## src/rtl/io_periph_pkg.sv

```systemverilog
// Shared constants and types for the CPU-visible IO mailbox peripheral.
package io_periph_pkg;

  // Register offsets relative to the peripheral base address.
  localparam logic [7:0] REG_DATA   = 8'h00;
  localparam logic [7:0] REG_STATUS = 8'h01;

  // STATUS register bit positions.
  localparam int ST_RX_NOT_EMPTY = 0;
  localparam int ST_TX_NOT_FULL  = 1;
  localparam int ST_RX_OVERFLOW  = 2;
  localparam int ST_TX_OVERFLOW  = 3;
  localparam int ST_RX_UNDERFLOW = 4;
  localparam int ST_RX_COUNT_LSB = 5;

  // CPU access tracking: each strobe acts once, on entry (write) or exit (read).
  typedef enum logic [1:0] {
    IDLE    = 2'd0,
    WR_HELD = 2'd1,
    RD_HELD = 2'd2
  } access_state_e;

endpackage

```

## src/rtl/io_sync_fifo.sv

```systemverilog
// Single-clock FIFO with wrap-bit pointers and a head output that reads 0 when empty.
module io_sync_fifo #(
  parameter int WIDTH = 8,
  parameter int DEPTH = 8
) (
  input  logic                     clk_i,
  input  logic                     rst_i,
  input  logic                     push_i,
  input  logic                     pop_i,
  input  logic [WIDTH-1:0]         din_i,
  output logic [WIDTH-1:0]         head_o,
  output logic                     full_o,
  output logic                     empty_o,
  output logic [$clog2(DEPTH):0]   count_o
);

  localparam int AW = $clog2(DEPTH);

  logic [WIDTH-1:0] mem_q [DEPTH];
  logic [AW:0]      wr_ptr_q, wr_ptr_d;
  logic [AW:0]      rd_ptr_q, rd_ptr_d;
  logic             do_push;
  logic             do_pop;

  assign empty_o = (wr_ptr_q == rd_ptr_q);
  assign full_o  = (wr_ptr_q[AW] != rd_ptr_q[AW]) &&
                   (wr_ptr_q[AW-1:0] == rd_ptr_q[AW-1:0]);
  assign count_o = wr_ptr_q - rd_ptr_q;
  assign head_o  = empty_o ? '0 : mem_q[rd_ptr_q[AW-1:0]];

  // A pop frees a slot in the same cycle, so a full FIFO still accepts a push
  // alongside it; an empty FIFO never bypasses the pushed word to the head.
  always_comb begin
    do_pop   = pop_i & ~empty_o;
    do_push  = push_i & (~full_o | do_pop);
    wr_ptr_d = wr_ptr_q + {{AW{1'b0}}, do_push};
    rd_ptr_d = rd_ptr_q + {{AW{1'b0}}, do_pop};
  end

  // Pointer registers; reset empties the FIFO.
  always_ff @(posedge clk_i or posedge rst_i) begin
    if (rst_i) begin
      wr_ptr_q <= '0;
      rd_ptr_q <= '0;
    end else begin
      wr_ptr_q <= wr_ptr_d;
      rd_ptr_q <= rd_ptr_d;
    end
  end

  // Storage array; contents need no reset because the pointers gate visibility.
  always_ff @(posedge clk_i) begin
    if (do_push) begin
      mem_q[wr_ptr_q[AW-1:0]] <= din_i;
    end
  end

endmodule

```

## src/rtl/io_mailbox.sv

```systemverilog
// CPU IO-mapped mailbox: DATA writes feed the TX FIFO, DATA reads drain the RX FIFO.
module io_mailbox
  import io_periph_pkg::*;
#(
  parameter logic [7:0] BASE_ADDR = 8'h10,
  parameter int         DEPTH     = 8
) (
  input  logic       i_clk,
  input  logic       i_reset,
  input  logic       i_ioNCE,
  input  logic [7:0] i_ioAddress,
  input  logic       i_ioNOE,
  input  logic       i_ioNWE,
  input  logic [7:0] i_bus,
  output logic [7:0] o_bus,
  output logic       o_busNOE,
  output logic [7:0] o_txData,
  output logic       o_txValid,
  input  logic       i_txReady,
  input  logic [7:0] i_rxData,
  input  logic       i_rxValid,
  output logic       o_rxReady
);

  localparam int         CW          = $clog2(DEPTH) + 1;
  localparam logic [7:0] DATA_ADDR   = BASE_ADDR + REG_DATA;
  localparam logic [7:0] STATUS_ADDR = BASE_ADDR + REG_STATUS;

  access_state_e state_q, state_d;
  logic          rd_data_q, rd_data_d;
  logic          rx_over_q, rx_over_d;
  logic          tx_over_q, tx_over_d;
  logic          rx_under_q, rx_under_d;

  logic          is_data, is_status, sel, rd, wr, bus_rd;
  logic          tx_push, tx_pop, tx_full, tx_empty;
  logic          rx_pop_req, rx_pop, rx_full, rx_empty;
  logic [2:0]    sts_clr;
  logic [7:0]    rx_head, status;
  logic [2:0]    rx_cnt_sat;
  logic [CW-1:0] rx_count, tx_count;

  assign is_data   = (i_ioAddress == DATA_ADDR);
  assign is_status = (i_ioAddress == STATUS_ADDR);
  assign sel       = ~i_ioNCE & (is_data | is_status);
  assign rd        = sel & ~i_ioNOE;
  assign wr        = sel & ~i_ioNWE & i_ioNOE;

  // The bus is released while reset is asserted, whatever the strobes say.
  assign bus_rd   = rd & ~i_reset;
  assign o_busNOE = ~bus_rd;
  assign o_bus    = ~bus_rd ? 8'h00 : (is_data ? rx_head : status);

  assign o_txValid = ~tx_empty;
  assign o_rxReady = ~rx_full;
  assign tx_pop    = ~tx_empty & i_txReady;
  assign rx_pop    = rx_pop_req & ~rx_empty;

  // STATUS assembly with the RX occupancy saturated to three bits.
  always_comb begin
    rx_cnt_sat = (int'(rx_count) > 7) ? 3'd7 : 3'(rx_count);
    status                  = '0;
    status[ST_RX_NOT_EMPTY] = ~rx_empty;
    status[ST_TX_NOT_FULL]  = ~tx_full;
    status[ST_RX_OVERFLOW]  = rx_over_q;
    status[ST_TX_OVERFLOW]  = tx_over_q;
    status[ST_RX_UNDERFLOW] = rx_under_q;
    status[ST_RX_COUNT_LSB +: 3] = rx_cnt_sat;
  end

  // Access FSM: writes commit on entry, reads pop on exit so o_bus is stable.
  always_comb begin
    state_d    = state_q;
    rd_data_d  = rd_data_q;
    tx_push    = 1'b0;
    sts_clr    = 3'b000;
    rx_pop_req = 1'b0;
    case (state_q)
      IDLE: begin
        if (wr) begin
          state_d = WR_HELD;
          if (is_data) begin
            tx_push = 1'b1;
          end else begin
            sts_clr = i_bus[ST_TX_OVERFLOW+1:ST_RX_OVERFLOW];
          end
        end else if (rd) begin
          state_d   = RD_HELD;
          rd_data_d = is_data;
        end
      end
      WR_HELD: begin
        if (!wr) state_d = IDLE;
      end
      RD_HELD: begin
        if (!rd) begin
          state_d    = IDLE;
          rx_pop_req = rd_data_q;
        end
      end
      default: state_d = IDLE;
    endcase
  end

  // Sticky error flags: a same-cycle set wins over a CPU clear.
  always_comb begin
    rx_over_d  = (i_rxValid & rx_full & ~rx_pop) |
                 (rx_over_q & ~sts_clr[0]);
    tx_over_d  = (tx_push & tx_full & ~tx_pop) |
                 (tx_over_q & ~sts_clr[1]);
    rx_under_d = (rx_pop_req & rx_empty) |
                 (rx_under_q & ~sts_clr[2]);
  end

  // State and sticky-flag registers; reset aborts any access in progress.
  always_ff @(posedge i_clk or posedge i_reset) begin
    if (i_reset) begin
      state_q    <= IDLE;
      rd_data_q  <= 1'b0;
      rx_over_q  <= 1'b0;
      tx_over_q  <= 1'b0;
      rx_under_q <= 1'b0;
    end else begin
      state_q    <= state_d;
      rd_data_q  <= rd_data_d;
      rx_over_q  <= rx_over_d;
      tx_over_q  <= tx_over_d;
      rx_under_q <= rx_under_d;
    end
  end

  io_sync_fifo #(.WIDTH(8), .DEPTH(DEPTH)) u_tx_fifo (
    .clk_i   (i_clk),
    .rst_i   (i_reset),
    .push_i  (tx_push),
    .pop_i   (tx_pop),
    .din_i   (i_bus),
    .head_o  (o_txData),
    .full_o  (tx_full),
    .empty_o (tx_empty),
    .count_o (tx_count)
  );

  io_sync_fifo #(.WIDTH(8), .DEPTH(DEPTH)) u_rx_fifo (
    .clk_i   (i_clk),
    .rst_i   (i_reset),
    .push_i  (i_rxValid),
    .pop_i   (rx_pop_req),
    .din_i   (i_rxData),
    .head_o  (rx_head),
    .full_o  (rx_full),
    .empty_o (rx_empty),
    .count_o (rx_count)
  );

endmodule

```

## config.mk

```make
export PLATFORM = sky130hd
export DESIGN_NAME = io_mailbox
export DESIGN_NICKNAME = d
export VERILOG_FILES = /design/src/rtl/io_periph_pkg.sv /design/src/rtl/io_sync_fifo.sv /design/src/rtl/io_mailbox.sv
export SDC_FILE = /design/constraint.sdc
export NUM_CORES = 1
export LEC_CHECK = 0
export CELL_PAD_IN_SITES_DETAIL_PLACEMENT = 0
export CELL_PAD_IN_SITES_GLOBAL_PLACEMENT = 1
export CORE_ASPECT_RATIO = 0.9
export CORE_MARGIN = 2
export CORE_UTILIZATION = 30
export DETAILED_ROUTE_END_ITERATION = 16
export GPL_ROUTABILITY_DRIVEN = 0
export GPL_TIMING_DRIVEN = 0
export PLACE_DENSITY_LB_ADDON = 0.1
export SYNTH_ARGS = -nofsm -noshare
export SYNTH_HDL_FRONTEND = slang
export SYNTH_HIERARCHICAL = 1
export SYNTH_SLANG_ARGS = --single-unit
```

## constraint.sdc

```tcl
create_clock -name i_clk -period 3.4 [get_ports i_clk]
set_input_delay 0.34 -clock i_clk [delete_from_list [all_inputs] [get_ports i_clk]]
set_output_delay 0.34 -clock i_clk [all_outputs]
set_load 0.05 [all_outputs]
```

* Word level (Yosys, flattened, before mapping)
Memories as Yosys holds them, arrays and structs flattened. Cells that the tools add are included.
Storage, ports and cells: output and inout bits 19, latch bits 0, word-level logic and storage cells 96, RAM bits 128, memories kept 2, flip-flop bits (word level) 22, memory bits (read-only) 0
Memories:
- u_rx_fifo.mem_q | words 8, bits a word 8, read ports 1, clocked after Yosys merged registers in 0, write ports 1, line io_sync_fifo.sv:19 | logic [WIDTH-1:0] mem_q [DEPTH];
- u_tx_fifo.mem_q | words 8, bits a word 8, read ports 1, clocked after Yosys merged registers in 0, write ports 1, line io_sync_fifo.sv:19
Cells by class: shift-type cells 0, reductions and logical operators 5, add/sub/neg operators 5, muxes and demuxes 22, div/mod/pow operators 0, multiply operators 0, magnitude comparators 1, eq/ne operators 13, bitwise gates (word level) 39
Operators with widths (count):
- $mux 8 | 4
- $and 1x1->1 | 18
- $add 4x1->4 | 4
- $eq 8x5->1 const B | 2
- $not 1->1 | 15
- $mux 3 | 4
- $mux 1 | 9
- $eq 4x4->1 | 2
- $mux 2 | 4
- $eq 3x3->1 | 2
- $or 1x1->1 | 6
- $pmux 2 s3 | 1
- $reduce_and 3->1 | 2
- $gt 4x3->1 const B | 1
- $ne 2x2->1 const B | 2
- $sub 4x4->4 | 1
- $ne 3x3->1 const B | 1
- $eq 2x1->1 const B | 1
- $eq 2x2->1 const B | 1
- $logic_and 1x1->1 | 2
- $logic_not 2->1 | 1
- $ne 1x1->1 | 2

* Depth between registers and ports, before layout
word-level depth 11, mapped depth 13, mapped depth without buffers 10

* By module
The synthesis kept the hierarchy.
Modules (own cells, without submodules):
- io_sync_fifo (u_tx_fifo) | cells an instance 183, instances 1, area each 3065.4 um^2
- io_sync_fifo (u_rx_fifo) | cells an instance 182, instances 1, area each 3057.9 um^2
- io_mailbox | cells an instance 64, instances 1, area each 511.7 um^2

* Least setup slack after synthesis
Ideal clock, no wire load.
path type input-to-reg, start in i_ioAddress[5], end mem u_tx_fifo.mem_q[0][0], enable pin, stages on the path 7, slack 0.013 ns, data required time 3.005 ns, data arrival time 2.992 ns, cell sequence or4b_1 -> buf_2 -> or4_4 -> buf_6 -> nor4_2 -> o31ai_4 -> nor4_1
Between the ends: word-level cells in the longest chain between the ends 10
Ends and longest elaborated chain:
- from (decl) | line io_mailbox.sv:11 | input logic [7:0] i_ioAddress,
- $eq 8x5->1, on equally long branches | line io_mailbox.sv:43, io_mailbox.sv:44
- $or 1x1->1 | line io_mailbox.sv:45 | assign sel = ~i_ioNCE & (is_data | is_status);
- $and 1x1->1 | line io_mailbox.sv:45
- $and 1x1->1 (2 in series) | line io_mailbox.sv:47 | assign wr = sel & ~i_ioNWE & i_ioNOE;
- $mux 1 * | line io_mailbox.sv:80 | if (wr) begin
- $mux 1 * | line io_mailbox.sv:78 | case (state_q)
- via tx_push | line io_mailbox.sv:36 | logic tx_push, tx_pop, tx_full, tx_empty;
- $and 1x1->1 * | line io_sync_fifo.sv:35 | do_push = push_i & (~full_o | do_pop);
- $mux 1 * | line io_sync_fifo.sv:53 | if (do_push) begin
- $mux 1 (implied by the code) * | line io_sync_fifo.sv:54 | mem_q[wr_ptr_q[AW-1:0]] <= din_i;
- to (decl) | line io_sync_fifo.sv:19
The timed path passes the listed nets; every way through them passes the cells marked *.

* Final worst setup path
start in i_ioAddress[5], end mem u_tx_fifo.mem_q[1][2], enable pin
Same word-level chain as after synthesis.

==> results.json <==
{
  "clock_sinks": 150,
  "viasPerCell": 4.66,
  "synth_nets": 467,
  "syn_inst": 421,
  "die_area_sq_um": 23100,
  "row_count": 51,
  "comb_power_share_pct": 11.7,
  "syn2layout_area_growth_pct": 24.9,
  "first_pass_iters": 6,
  "insertion_delay_ns": 0.41,
  "synth.cell_area_sq_um": 6570,
  "grt_pass1_wl_um": 22000,
  "p_leak_nw": 2.78,
  "cts_hold_buffers": 0,
  "p_clk_share_pct": 40.3,
  "start_kind": "primary input",
  "antenna_found_initial": 0,
  "core-area_sq_um": 21600,
  "final_common_cell": "edfxtp_1",
  "drt-total-wl_um": 14400,
  "required_ns": 3.52,
  "io_pins": 50,
  "cts_tree": "built",
  "finalHoldViolations": 0,
  "clk_path_buf_depth": 2,
  "io_buffers": 49,
  "power.density_nw_per_um2": 563,
  "endpoint_kind": "flip-flop",
  "avgSynthCellArea_sq_um": 15.6,
  "setup_viol": 0,
  "total_power_mw": 4.62,
  "yosys_warnings": 6,
  "crit_arrival_ns": 3.38,
  "final_cell_mix": "128 x edfxtp_1, 64 x mux2i_1, 33 x clkdlybuf4s50_1, 28 x nand2_1, 22 x dfrtp_1",
  "critPathMaxFanout": 10,
  "post-route-drc-count": 0,
  "grt_pass1_vias": 3723,
  "clkSlewWorstSetupHoldPaths_ns": 0.06,
  "tightest_slew_ns": 1.22,
  "die_h_um": 144,
  "hp-class": "in -> async",
  "power.switching_mw": 1.13,
  "post_dp_cell_area_sq_um": 7550,
  "wl_per_cell_um": 18.0,
  "power_frac_seq_pct": 48.0,
  "crit_slowest_cell": "or4_4",
  "p_int_mw": 3.49,
  "path_class": "in -> reg",
  "cap_violations": 0,
  "final_nets": 547,
  "cts-htree-levels": 4,
  "die_x_um": 160,
  "max_stage_delay_ns": 0.54,
  "dp.final_hpwl_um": 10200,
  "worstPathCellList": "clkdlybuf4s50_1 > or4b_1 > buf_2 > or4_4 > buf_6 > nor4_4 > o31ai_4 > nor4_2 > buf_4",
  "initialDrtViolationCount": 183,
  "post-route-period-util_pct": 95.9,
  "cts_root_buf": "clkbuf_16",
  "grt_start_max_net_pins": 17,
  "ir_worst_vdd_uv": 331,
  "postRouteAntennaNets": 0,
  "layout-drive-gt1-share_pct": 18.7,
  "max_slew_margin_pct": 18.3,
  "p_sw_share_pct": 24.5,
  "design_area_sq_um": 8210,
  "track_usage_pct": 13.1,
  "skew_ns": 0.0105,
  "start_util_pct": 30.5,
  "max_freq_ghz": 0.307,
  "vias": 3743,
  "cts_inserted_buffers": 17,
  "diodes": 0,
  "maxSlewViolCount": 0,
  "overflow": 0,
  "outcome": "completed",
  "rsz0062_at_grt": "no",
  "min_period_ns": 3.26
}
layer usage:
layer | vias up | share of wire (%) | routed length (um) | track usage [%]
met2 | 45 | 51 | 7300 | 22.7
li1 | 1784 | - | - | -
met5 | - | 0 | 0 | 0
met4 | 0 | 0.69 | 100 | 3.70
met1 | 1903 | 46 | 6680 | 16.6
met3 | 11 | 2.5 | 366 | 3.21
state kept, by name, indices dropped and copies added (netlist names):
signal / count
tx_over_q: 1
rx_under_q: 1
u_rx_fifo/rd_ptr_q: 4
state_q: 2
u_rx_fifo/wr_ptr_q: 4
rd_data_q: 1
u_tx_fifo/rd_ptr_q: 4
rx_over_q: 1
u_tx_fifo/wr_ptr_q: 4
u_rx_fifo/mem_q: 64
u_tx_fifo/mem_q: 64
worst max-delay path, delay by kind of cell:
kind / cells / cell delay [ns]
buffers and inverters: 4 / 1.04
AOI/OAI and AO/OA: 1 / 0.23
and+or+nand+nor: 4 / 1.76
final cells by class:
class                   instances  area, sq um
fillers                      2079        13400
flip-flops and latches        150         4390
multi-input cells             234         2060
plain buffers                  17          168
clock buffers                  17          425
repair buffers                 61          562
clock inverters                14          160
inverters                      20         75.1
well taps                     291          364
final timing paths:
path,startpoint,to,slack [ns],depth (start not counted)
max reg2reg,u_tx_fifo/rd_ptr_q[1],u_tx_fifo/mem_q[1][2],0.22,11
min reg2reg,rx_over_q,rx_over_q,0.49,1
min,i_reset,tx_over_q,0.28,2
max,i_ioAddress[5],u_tx_fifo/mem_q[1][2],0.14,9
min in group i_clk,rx_over_q,rx_over_q,0.49,1
max in group asynchronous,i_reset,u_tx_fifo/wr_ptr_q[2],2.84,2
stage by stage:
step	utilization, %	worst slack (ns)	setup TNS, ns	hold slack [ns]	instances
6_report	38.1	0.141	0	0.276	804
5_1_grt	38.1	0.0163	0	0.276	804
2_1_floorplan	-	0.0131	0	0.139	421
4_1_cts	37.9	-0.00674	-0.0280	0.257	800
3_3_place_gp	34.4	-1.55	-86.46	0.481	761
3_5_place_dp	35.0	-0.767	-29.91	0.474	769
power groups by stage:
stage	Clock, mW	Sequential, mW	Combinational [mW]
global placement	0	2.25	0.505
finish	1.86	2.22	0.542
global route	1.99	2.23	0.600
floorplan	0	2.24	0.333
detailed placement	0	2.26	0.545
CTS	1.90	2.22	0.551
what timing repair did:
item	in CTS	in global routing
cloned	0	0
pin swaps	1	4
buffers inserted	0	4
resized for setup	28	16
endpoints found under the setup margin	40	49
Note: power is estimated with default switching activity, not from simulation.
